$ cat src/rtl/time_bcd_decoder_if.sv
// time_bcd_decoder_if
//   Request/response bundle for the MM:SS BCD-to-binary converter.
//   master : time-entry side, drives start/bcd_in, observes results.
//   slave  : converter side, accepts start/bcd_in, drives results.
//   start   - request conversion of bcd_in (honoured only when idle)
//   bcd_in  - {min tens, min ones, sec tens, sec ones}, 4 bits each
//   minutes - binary minutes of last successful conversion
//   seconds - binary seconds of last successful conversion
//   busy    - conversion in progress
//   valid   - one-cycle pulse, minutes/seconds just updated
//   error   - one-cycle pulse, captured word rejected
interface time_bcd_decoder_if;
    logic        start;
    logic [15:0] bcd_in;
    logic [5:0]  minutes;
    logic [5:0]  seconds;
    logic        busy;
    logic        valid;
    logic        error;

    modport master (
        output start, bcd_in,
        input  minutes, seconds, busy, valid, error
    );

    modport slave (
        input  start, bcd_in,
        output minutes, seconds, busy, valid, error
    );
endinterface

$ cat src/rtl/time_bcd_decoder.sv
// time_bcd_decoder
//   Validates a four-digit MM:SS BCD word and converts both fields to
//   binary with a reverse double-dabble engine (shift right, then subtract
//   3 from any digit >= 8). Minutes and seconds are converted in parallel.
//   Ports:
//     clk   - system clock, rising edge
//     rst_n - synchronous active-low reset
//     bus   - slave side of time_bcd_decoder_if (start/bcd_in in,
//             minutes/seconds/busy/valid/error out)
module time_bcd_decoder (
    input  logic                 clk,
    input  logic                 rst_n,
    time_bcd_decoder_if.slave    bus
);

    typedef enum logic [1:0] {
        IDLE  = 2'd0,
        CHECK = 2'd1,
        SHIFT = 2'd2
    } state_t;

    state_t      state_q;
    logic [7:0]  bcd_min_q, bcd_sec_q;
    logic [6:0]  bin_min_q, bin_sec_q;
    logic [2:0]  cnt_q;
    logic [5:0]  minutes_q, seconds_q;
    logic        valid_q, error_q;

    // One reverse double-dabble step on {bcd[7:0], bin[6:0]}: the BCD LSB
    // drops into bin[6], then each digit that now reads >= 8 is corrected.
    function automatic logic [14:0] dd_step(input logic [14:0] v);
        logic [14:0] s;
        s = v >> 1;
        if (s[14:11] >= 4'd8) s[14:11] = s[14:11] - 4'd3;
        if (s[10:7]  >= 4'd8) s[10:7]  = s[10:7]  - 4'd3;
        return s;
    endfunction

    logic [14:0] min_d, sec_d;
    logic        bad_d;

    assign min_d = dd_step({bcd_min_q, bin_min_q});
    assign sec_d = dd_step({bcd_sec_q, bin_sec_q});

    // Tens digits of a clock field stop at 5; ones digits at 9.
    assign bad_d = (bcd_min_q[7:4] > 4'd5) || (bcd_min_q[3:0] > 4'd9) ||
                   (bcd_sec_q[7:4] > 4'd5) || (bcd_sec_q[3:0] > 4'd9);

    always_ff @(posedge clk) begin
        if (!rst_n) begin
            state_q   <= IDLE;
            bcd_min_q <= '0;
            bcd_sec_q <= '0;
            bin_min_q <= '0;
            bin_sec_q <= '0;
            cnt_q     <= '0;
            minutes_q <= '0;
            seconds_q <= '0;
            valid_q   <= 1'b0;
            error_q   <= 1'b0;
        end else begin
            valid_q <= 1'b0;
            error_q <= 1'b0;
            case (state_q)
                IDLE: begin
                    if (bus.start) begin
                        bcd_min_q <= bus.bcd_in[15:8];
                        bcd_sec_q <= bus.bcd_in[7:0];
                        bin_min_q <= '0;
                        bin_sec_q <= '0;
                        cnt_q     <= '0;
                        state_q   <= CHECK;
                    end
                end
                CHECK: begin
                    if (bad_d) begin
                        error_q <= 1'b1;
                        state_q <= IDLE;
                    end else begin
                        state_q <= SHIFT;
                    end
                end
                SHIFT: begin
                    {bcd_min_q, bin_min_q} <= min_d;
                    {bcd_sec_q, bin_sec_q} <= sec_d;
                    cnt_q <= cnt_q + 3'd1;
                    // Seventh shift: take the freshly shifted value directly,
                    // bin[6] is always zero for fields up to 59.
                    if (cnt_q == 3'd6) begin
                        minutes_q <= min_d[5:0];
                        seconds_q <= sec_d[5:0];
                        valid_q   <= 1'b1;
                        state_q   <= IDLE;
                    end
                end
                default: state_q <= IDLE;
            endcase
        end
    end

    assign bus.minutes = minutes_q;
    assign bus.seconds = seconds_q;
    assign bus.busy    = (state_q != IDLE);
    assign bus.valid   = valid_q;
    assign bus.error   = error_q;

endmodule

$ cat src/flat_wrapper.sv
// flat-port wrapper written by rule: the top's interface ports become plain ports
module time_bcd_decoder_flat 
  (clk, rst_n, bus_start, bus_bcd_in, bus_minutes, bus_seconds, bus_busy, bus_valid, bus_error);
  time_bcd_decoder_if bus_i ();
  input  logic clk;
  input  logic rst_n;
  input wire logic [$bits(bus_i.start)-1:0] bus_start;
  input wire logic [$bits(bus_i.bcd_in)-1:0] bus_bcd_in;
  output wire logic [$bits(bus_i.minutes)-1:0] bus_minutes;
  output wire logic [$bits(bus_i.seconds)-1:0] bus_seconds;
  output wire logic [$bits(bus_i.busy)-1:0] bus_busy;
  output wire logic [$bits(bus_i.valid)-1:0] bus_valid;
  output wire logic [$bits(bus_i.error)-1:0] bus_error;
  assign bus_i.start = bus_start;
  assign bus_i.bcd_in = bus_bcd_in;
  assign bus_minutes = bus_i.minutes;
  assign bus_seconds = bus_i.seconds;
  assign bus_busy = bus_i.busy;
  assign bus_valid = bus_i.valid;
  assign bus_error = bus_i.error;
  time_bcd_decoder u_core (.clk(clk), .rst_n(rst_n), .bus(bus_i));
endmodule
$ cat config.mk
export PLATFORM = sky130hd
export DESIGN_NAME = time_bcd_decoder_flat
export DESIGN_NICKNAME = d
export VERILOG_FILES = /design/src/rtl/time_bcd_decoder_if.sv /design/src/rtl/time_bcd_decoder.sv /design/src/flat_wrapper.sv
export SDC_FILE = /design/constraint.sdc
export NUM_CORES = 1
export LEC_CHECK = 0
export CAP_MARGIN = 15
export CORE_ASPECT_RATIO = 1.5
export CORE_MARGIN = 4
export CORE_UTILIZATION = 24
export DETAILED_ROUTE_END_ITERATION = 16
export PLACE_DENSITY_LB_ADDON = 0.25
export SYNTH_ARGS = -nofsm -noshare
export SYNTH_HDL_FRONTEND = slang
export SYNTH_SLANG_ARGS = --single-unit
$ cat constraint.sdc
create_clock -name clk -period 2 [get_ports clk]
set_clock_uncertainty 0.2 [all_clocks]
set_input_delay 0.5 -clock clk [delete_from_list [all_inputs] [get_ports clk]]
set_output_delay 0.5 -clock clk [all_outputs]
set_load 0.02 [all_outputs]
==> metrics.txt, run 1 <==
outcome=completed; Netlist cell types=38; vias in the first global route=1695; area of the multi-input gates=1140 µm²; Vias=1723; Critical Path RT=1.30 ns; max_cap viols=0; Ys Warns=0; unrepaired setup endpoints after global routing=no; routed length per placed instance=13.2 µm; CP Max Fanout=2; Total Power=0.00243 W; Mean Syn Cell Area=9.46 µm²; Die X=86.8 µm; count leader, synth=dfxtp_1; htree depth=2; largest net degree at the start of global routing=45; Flop pwr share=0.422; Area growth syn-to-layout=28.3%; CTS Root Buffer Type=clkbuf_16; full die area=10900 µm²; Core Footprint=8930 µm²; share of post-route cells with drive strength above 1=0.180; syn_nets=261; ys flop type=dfxtp_1; CP Data Arrival Time=1.22 ns; ys async rst share=0; crit path time final=1.92 ns; switching power total=0.000555 W; DRT antenna net count=0; crit start category=register; Syn Inst Count=236; Met1 Wirelength=2250 µm; Critical Path, Cell by Cell=clkdlybuf4s50_1; ant diodes=0; Worst-Skew Late Latency=0.29 ns; Worst slew margin=0.791; FMAX=0.521 GHz; Num Clock Sinks=47; cell taking the most area after synthesis=dfxtp_1; total gr overflow=0; Num CTS Buffers=5; global-route wire length before repair=8590 µm; top routing layer used=met4; CP Capture Type=primary output; Final Setup Violations=0; area of the mapped netlist=2230 µm²; vias per cell=4.51; Die Span Y=126 µm; RD Place Congestion=0.697; Slowest-stage cell, CP=clkdlybuf4s50_1; clock transition at the registers of the reported paths=0.06 ns; internal power=0.00187 W; Gate power share=0.139; Crit path max-delay family=buffers and inverters; DR WL met2=2520 µm; Final #Nets=296; flops & latches, synth=47; Rows=42; worst-margin pin slew=0.310 ns; io pins=34; clk buf depth=2; routed wire length=5030 µm; Worst Path Class, Setup=register to primary output; PD cells=846 nW/µm²; DRC Markers=0; switching share of power=0.229; Critical Path Max Stage Delay=0.60 ns; Final Hold Fails=0; Register Area=941 µm²; Iter 0 DRT Violations=51; post-route fraction of the period consumed by the critical path=0.960; Peak VDD IR=0.328 mV; post-synth top area share=0.421; Synth top cells by count=dfxtp_1, nand2_1, nor2_1, a22oi_1, nor2b_1; Buffers & Inverters on Critical Path=1; setup TNS=0 ns; met3 wire len=171 µm; number of synthesized flops with an enable pin=0; register area share after synthesis=0.421; gr usage total=0.0975; dominant cells by area after synthesis=dfxtp_1, nand2_1, a22oi_1; Pre-antenna DRT Iters=4; max-slew violation total from the final report=0; Starting Density=0.250; IO Port Bufs=33; Lkg Pwr=1.02 nW; CTS tree=yes; Clk pwr share=0.439; initial antenna violation count=0; FILL cells=955; min-delay worst type=register to register; Final HPWL DP=3670 µm
[cells by family after synthesis]
| logic type | Yosys count | synth area share |
|---|---|---|
| and+or+nand+nor | 86 | 0.196 |
| DFF | 47 | 0.421 |
| buffers and inverters | 24 | 0.0695 |
| xor gates and xnor gates | 4 | 0.0157 |
| adders and majority gates | 6 | 0.0336 |
| AOI/OAI and AO/OA | 69 | 0.264 |
[layout by cell type (no fill, tap or decap)]
| cell type | count |
|---|---|
| a21boi_0 | 2 |
| o22a_1 | 1 |
| nand2b_4 | 1 |
| nand3_4 | 1 |
| nand3b_1 | 1 |
| nor2_4 | 1 |
| and2_1 | 5 |
| and3_1 | 1 |
| nor2_1 | 18 |
| buf_12 | 1 |
| a22oi_1 | 16 |
| inv_2 | 1 |
| nand3_1 | 4 |
| inv_1 | 5 |
| a21oi_1 | 2 |
| clkdlybuf4s50_1 | 32 |
| nand2b_1 | 2 |
| a21boi_1 | 1 |
| nor2b_1 | 16 |
| or2_2 | 1 |
| o21ai_0 | 12 |
| nor2b_4 | 1 |
| o221a_2 | 10 |
| a211oi_1 | 1 |
| dlygate4sd2_1 | 1 |
| ha_1 | 6 |
| a21boi_2 | 10 |
| a221oi_2 | 2 |
| o21bai_4 | 1 |
| o211ai_1 | 2 |
| xnor2_1 | 4 |
| o21ai_1 | 2 |
| buf_4 | 12 |
| a2bb2oi_1 | 7 |
| dfxtp_1 | 47 |
| clkbuf_16 | 5 |
| clkbuf_1 | 1 |
| nand2_1 | 33 |
| bufinv_16 | 2 |
| nand4_1 | 1 |
[state kept, by name, indices dropped and copies added, names as in the netlist]
register	count
u_core.bus.valid	1
u_core.bin_min_q	6
u_core.bcd_min_q	8
u_core.bus.minutes	6
u_core.bcd_sec_q	8
u_core.bin_sec_q	6
u_core.cnt_q	3
u_core.bus.error	1
u_core.state_q	2
u_core.bus.seconds	6
[final timing paths]
path                                                          from                                 end  slack, ns  cells past startpoint
worst min-delay path            u_core.bus.seconds[4]$_SDFFE_PN0P_  u_core.bus.seconds[4]$_SDFFE_PN0P_       0.26                      2
worst max-delay path            u_core.bus.seconds[5]$_SDFFE_PN0P_                      bus_seconds[5]       0.08                      1
worst min register to register  u_core.bus.seconds[4]$_SDFFE_PN0P_  u_core.bus.seconds[4]$_SDFFE_PN0P_       0.26                      2
worst max register to register      u_core.state_q[1]$_SDFFE_PN0P_        u_core.cnt_q[2]$_SDFFE_PN0P_       0.35                      5
[power by group through the flow]
stage | clock network (W) | registers (W) | logic, W
2_1_floorplan | 0 | 0.00103 | 0.000242
3_3_place_gp | 0 | 0.00104 | 0.000343
3_5_place_dp | 0 | 0.00104 | 0.000344
4_1_cts | 0.00110 | 0.00102 | 0.000344
5_1_grt | 0.00113 | 0.00103 | 0.000376
6_report | 0.00107 | 0.00102 | 0.000337
[stage by stage]
stage          worst slack [ns]  hold WS, ns   util  area (µm²)  instances
4_1_cts                  0.0682        0.265  0.321        2870        382
3_5_place_dp            -0.0530        0.258  0.300        2680        374
3_3_place_gp            -0.0319        0.254  0.300        2680        374
6_report                 0.0802        0.262  0.321        2870        382
5_1_grt                  0.0367        0.277  0.321        2870        382
2_1_floorplan             0.320        0.241      -        2230        236
[repair_timing]
action | CTS | global route
gates resized for setup | 1 | 0
endpoints found under the setup margin | 1 | 0
hold endpoints to repair | 0 | 0
hold buffers | 0 | 0
buffers inserted | 0 | 0
[area by class of cell]
type | instances | area share
multi-input cells | 165 | 0.397
flip-flops and latches | 47 | 0.328
well taps | 110 | 0.0480
inverters | 6 | 0.00786
repair buffers | 46 | 0.153
clock inverters | 2 | 0.0210
clock buffers | 6 | 0.0450
[layer usage]
metal	up-vias	GRT usage
met1	792	0.120
li1	895	-
met2	28	0.165
met4	0	0.0385
met3	8	0.0183
met5	-	0
No activity file was read; power rests on OpenSTA's default activity.
==> inputs of run 2 (changes only) <==
--- a/config.mk
+++ b/config.mk
@@ -5,6 +5,7 @@
 export SDC_FILE = /design/constraint.sdc
 export NUM_CORES = 1
 export LEC_CHECK = 0
+export ABC_AREA = 1
 export CAP_MARGIN = 15
 export CORE_ASPECT_RATIO = 1.5
 export CORE_MARGIN = 4
==> run 2 against run 1 <==
Cell count is 7.1% higher; setup slack better by 0.0032 ns; critical path type unchanged; routed wire length is 2.6% lower; via count is 4.6% higher; design area is 9.3% lower; largest power group is now sequential cells; critical path depth stayed put; register-to-register slack worse by 0.06 ns; area after synthesis is 11% lower; clock-buffer cell count stayed put; non-clock buffer count is 4 lower; sequential cell count stayed put; die area is 11% lower.
==> metrics.txt, run 2 <==
outcome=completed; routed length per placed instance=12.0 µm (-9.0%); vias in the first global route=1853 (+9.3%); Vias=1803 (+4.6%); Mean Syn Cell Area=7.38 µm² (-22%); min-delay worst type=register to register; unrepaired setup endpoints after global routing=no; Pre-antenna DRT Iters=4 (unchanged); DRT antenna net count=0 (unchanged); cell taking the most area after synthesis=dfxtp_1; clock transition at the registers of the reported paths=0.06 ns (about the same); Worst Path Class, Setup=register to primary output; Final Hold Fails=0 (unchanged); worst-margin pin slew=0.408 ns (+0.0981 ns); count leader, synth=nand2_1; Worst-Skew Late Latency=0.28 ns (about the same); post-route fraction of the period consumed by the critical path=0.958 (-0.00161); Critical Path Source=u_core.bus.seconds[0]$_SDFFE_PN0P_; Slowest-stage cell, CP=clkdlybuf4s50_1; design area=2600 µm² (-9.3%); Core Footprint=8010 µm² (-10%); area of the multi-input gates=882 µm² (-22%); post-synth top area share=0.476 (+0.0547); Rows=40 (-4.8%); share of post-route cells with drive strength above 1=0.0822 (-0.0979); number of synthesized flops with an enable pin=0 (unchanged); PD cells=801 nW/µm² (-5.4%); flops & latches, synth=47 (unchanged); setup TNS=0 ns (unchanged); Area growth syn-to-layout=31.5%; ys flop type=dfxtp_1; CTS tree=yes; hold_buf cts=0 (unchanged); max-slew violation total from the final report=0 (unchanged); Peak VDD IR=0.389 mV (+18%); RD Place Congestion=0.724 (+3.9%); clk buf depth=2 (unchanged); crit start category=register; max_cap viols=0 (unchanged); top flop regs=u_core.bcd_min_q x8, u_core.bcd_sec_q x8; initial antenna violation count=0 (unchanged); placed cells=401 (+7.2%); Netlist cell types=21 (-45%); total gr overflow=0 (unchanged); vias per cell=4.41 (-2.3%); Starting Density=0.247 (-0.00313); Synth top cells by count=nand2_1, dfxtp_1, a21oi_1, nand3_1, nor2_1; DRC Markers=0 (unchanged); Critical Path Max Stage Delay=0.60 ns (about the same); Final HPWL DP=3640 µm (-0.64%); CP Data Arrival Time=1.22 ns (about the same); gr usage total=0.112 (+0.0143); CP Max Fanout=2 (unchanged); register area share after synthesis=0.476 (+0.0547); Buffers & Inverters on Critical Path=1 (unchanged); IO Port Bufs=33 (unchanged); Die X=82.1 µm (-5.4%); global-route wire length before repair=8660 µm (+0.80%); Final #Nets=328 (+11%); Critical Path, Cell by Cell=clkdlybuf4s50_1; syn_nets=293 (+12%); post-route insts no fill=409 (+7.1%); crit path time final=1.92 ns (-0.00322 ns); ant diodes=0 (unchanged); Crit path max-delay family=buffers and inverters; FMAX=0.522 GHz (+0.17%); # resized after CTS=1 (unchanged); io pins=34 (unchanged); Num CTS Buffers=5 (unchanged); hold path startpoint=u_core.bin_sec_q[1]$_SDFFE_PN0P_; total setup buffers inserted after CTS=0 (unchanged); area of the mapped netlist=1980 µm² (-11%); RR Startpoint=u_core.state_q[1]$_SDFFE_PN0P_; CP Capture Type=primary output; Iter 0 DRT Violations=35 (-31%); Num Clock Sinks=47 (unchanged); FILL cells=884 (-7.4%); largest net degree at the start of global routing=24 (-47%); most frequent cells in the layout=nand2_1, dfxtp_1, a21oi_1; Die Span Y=119 µm (-5.5%); CTS Root Buffer Type=clkbuf_16; commonest non-fill, non-tap cell in the layout=nand2_1; ys async rst share=0 (unchanged); Lkg Pwr=1.04 nW (+1.6%); full die area=9780 µm² (-11%); Register Area=941 µm² (unchanged); routed wire length=4900 µm (-2.6%); Worst slew margin=0.728 (-0.0635); htree depth=2 (unchanged); Final Setup Violations=0 (unchanged); Ys Warns=0 (unchanged); Critical Path RT=1.30 ns (about the same); Area after DPL=2460 µm² (-8.2%); dominant cells by area after synthesis=dfxtp_1, nand2_1, a21oi_1; Syn Inst Count=268 (+14%)
-- run 2: cells by family (layout without fill, tap and decap cells) --
| logic type | Yosys count | in the layout | share of synthesized area |
|---|---|---|---|
| compound gates | 67 | 67 | 0.178 |
| buf+inv | 36 | 72 | 0.0778 |
| simple gates | 112 | 112 | 0.230 |
| fa+ha+maj | 6 | 6 | 0.0380 |
| flops | 47 | 47 | 0.476 |
-- run 2: through the flow --
step	hold slack, ns	power [W]	utilization	worst slack [ns]
2_1_floorplan	0.238	0.00119	-	0.522
5_1_grt	0.276	0.00217	0.325	0.0329
3_5_place_dp	0.253	0.00131	0.307	0.0707
4_1_cts	0.266	0.00211	0.325	0.0704
6_report	0.262	0.00208	0.325	0.0834
3_3_place_gp	0.245	0.00130	0.307	0.0818
-- run 2: report_power, final --
group          switching (W)  internal [W]  total, W  leakage [nW]
Clock               0.000337      0.000461  0.000798        0.0669
Sequential         0.0000329      0.000977   0.00101         0.383
Combinational       0.000161      0.000113  0.000274         0.586
-- run 2: worst paths after layout --
check / to / slack, ns / depth (start not counted)
worst max-delay path: bus_seconds[0] / 0.08 / 1
worst min-delay path: u_core.bin_sec_q[1]$_SDFFE_PN0P_ / 0.26 / 2
worst max register to register: u_core.bin_min_q[2]$_SDFFE_PN0P_ / 0.29 / 6
worst min register to register: u_core.bin_sec_q[1]$_SDFFE_PN0P_ / 0.26 / 2
-- run 2: final cells by class --
| type | instances | area share |
|---|---|---|
| repair buffers | 42 | 0.162 |
| well taps | 105 | 0.0505 |
| multi-input cells | 185 | 0.339 |
| clock inverters | 2 | 0.00481 |
| inverters | 22 | 0.0318 |
| flip-flops and latches | 47 | 0.362 |
| clock buffers | 6 | 0.0496 |
-- run 2: worst reg2reg max path, delay by kind of cell (launching register included) --
| kind | cells | cell delay (ns) |
|---|---|---|
| DFF | 1 | 0.34 |
| and+or+nand+nor | 2 | 0.43 |
| buffers and inverters | 3 | 0.55 |
| AOI/OAI and AO/OA | 1 | 0.13 |
-- run 2: metal layers --
metal	wire length [µm]	global-route usage	part of all wire	vias up
li1	-	-	-	941
met1	2070	0.126	0.42	829
met2	2620	0.206	0.53	28
met3	141	0.0182	0.029	5
met4	70	0.0343	0.014	0
met5	0	0	0	-
==> inputs of run 3 (changes only) <==
==> constraint.sdc (replaced) <==
create_clock -name clk -period 2.2 [get_ports clk]
set_clock_uncertainty 0.2 [all_clocks]
set_input_delay 0.55 -clock clk [delete_from_list [all_inputs] [get_ports clk]]
set_output_delay 0.55 -clock clk [all_outputs]
set_load 0.02 [all_outputs]
==> run 3 against run 2 <==
Sequential cell count is the same; non-clock buffer count shrank 5; clock-buffer cell count is the same; critical path depth is the same; clock power grew 21%; core utilization is essentially flat; critical path type unchanged.
==> metrics.txt, run 3 (synthesized netlist as in run 2, its figures left out) <==
outcome=completed; min-delay worst type=register to register; largest net degree at the start of global routing=30 (+25%); Worst Path Class, Setup=register to primary output; vias in the first global route=1701 (-8.2%); commonest non-fill, non-tap cell in the layout=nand2_1; total gr overflow=0 (unchanged); routed length per placed instance=11.9 µm (-0.89%); FILL cells=868 (-1.8%); gr usage total=0.105 (-0.00684); initial antenna violation count=0 (unchanged); Peak VDD IR=0.272 mV (-30%); crit path time final=1.96 ns; Die X=82.1 µm (unchanged); CP Capture Type=primary output; io pins=34 (unchanged); Worst slew margin=0.572 (-0.155); DRC Markers=0 (unchanged); Register Area=941 µm² (unchanged); DRT antenna net count=0 (unchanged); design area=2600 µm² (about the same); setup TNS=0 ns (unchanged); routed wire length=4800 µm (-2.1%); total setup buffers inserted after CTS=0 (unchanged); full die area=9780 µm² (unchanged); Num CTS Buffers=5 (unchanged); global-route wire length before repair=8070 µm (-6.8%); Starting Density=0.247 (unchanged); FMAX=0.510 GHz; Slowest-stage cell, CP=clkdlybuf4s50_1; Final Setup Violations=0 (unchanged); CTS Root Buffer Type=clkbuf_16; Iter 0 DRT Violations=77 (+120%); CP Max Fanout=2 (unchanged); Layout Utilization=0.325 (about the same); Buffers & Inverters on Critical Path=1 (unchanged); CTS tree=yes; crit start category=register; max-slew violation total from the final report=0 (unchanged); ant diodes=0 (unchanged); area of the multi-input gates=882 µm² (unchanged); Final HPWL DP=3390 µm (-6.9%); htree depth=2 (unchanged); RD Place Congestion=0.688 (-5.0%); Lkg Pwr=1.04 nW (+0.73%); Crit path max-delay family=buffers and inverters; share of post-route cells with drive strength above 1=0.0669 (-0.0153); clk buf depth=2 (unchanged); top flop regs=u_core.bcd_min_q x8, u_core.bcd_sec_q x8; Vias=1759 (-2.4%); Critical Path, Cell by Cell=clkdlybuf4s50_1; vias per cell=4.35 (-1.2%); Die Span Y=119 µm (unchanged); Area growth syn-to-layout=31.6% (about the same); Area after DPL=2410 µm² (-2.0%); post-route setup slack=0.237 ns (+0.154 ns); most frequent cells in the layout=nand2_1, dfxtp_1, a21oi_1; clock transition at the registers of the reported paths=0.06 ns (about the same); post-route fraction of the period consumed by the critical path=0.892; Final Hold Fails=0 (unchanged); CP Data Arrival Time=1.21 ns (about the same); Pre-antenna DRT Iters=4 (unchanged); unrepaired setup endpoints after global routing=no; Worst-Skew Late Latency=0.28 ns (about the same); IO Port Bufs=33 (unchanged); Final #Nets=323 (-1.5%); Total Power=0.00212 W (+1.7%); Num Clock Sinks=47 (unchanged); Core Footprint=8010 µm² (unchanged); Critical Path RT=1.45 ns (+0.15 ns); max_cap viols=0 (unchanged); Rows=40 (unchanged); worst-margin pin slew=0.641 ns (+0.233 ns); PD cells=814 nW/µm² (+1.6%); Critical Path Max Stage Delay=0.60 ns (about the same); DP Worst Slack=0.129 ns (+0.0586 ns)
## run 3: path summary, 6_finish.rpt
| path | from | endpoint | slack [ns] | depth (start not counted) |
|---|---|---|---|---|
| worst max-delay path | u_core.bus.minutes[5]$_SDFFE_PN0P_ | bus_minutes[5] | 0.24 | 1 |
| worst min register to register | u_core.cnt_q[2]$_SDFFE_PN0P_ | u_core.cnt_q[2]$_SDFFE_PN0P_ | 0.26 | 2 |
| worst max register to register | u_core.state_q[1]$_SDFFE_PN0P_ | u_core.bcd_sec_q[2]$_SDFFE_PN0P_ | 0.58 | 8 |
| worst min-delay path | u_core.cnt_q[2]$_SDFFE_PN0P_ | u_core.cnt_q[2]$_SDFFE_PN0P_ | 0.26 | 2 |
## run 3: timing repair
action	in CTS	in global routing
hold buffers	0	0
gates resized for setup	0	1
setup endpoints to repair	0	1
## run 3: cell type report
class,instances,area share
multi-input cells,185,0.339
inverters,22,0.0317
clock inverters,2,0.0231
well taps,105,0.0505
flip-flops and latches,47,0.362
clock buffers,6,0.0495
repair buffers,37,0.144
## run 3: per-layer routing
| metal | GRT usage | up-vias | routed length (µm) |
|---|---|---|---|
| met3 | 0.0219 | 4 | 196 |
| li1 | - | 930 | - |
| met1 | 0.119 | 793 | 1990 |
| met5 | 0 | - | 0 |
| met4 | 0.0312 | 0 | 49 |
| met2 | 0.190 | 32 | 2560 |
## run 3: per-stage QoR
stage	hold slack, ns	std cells
6_report	0.261	404
5_1_grt	0.288	404
4_1_cts	0.263	404
3_5_place_dp	0.253	396
3_3_place_gp	0.247	396
2_1_floorplan	0.238	268
## run 3: where the power goes
group / leakage, nW / internal [W] / switching [W]
registers: 0.383 / 0.000888 / 0.0000293
logic: 0.569 / 0.0000947 / 0.000141
clock network: 0.0911 / 0.000651 / 0.000312
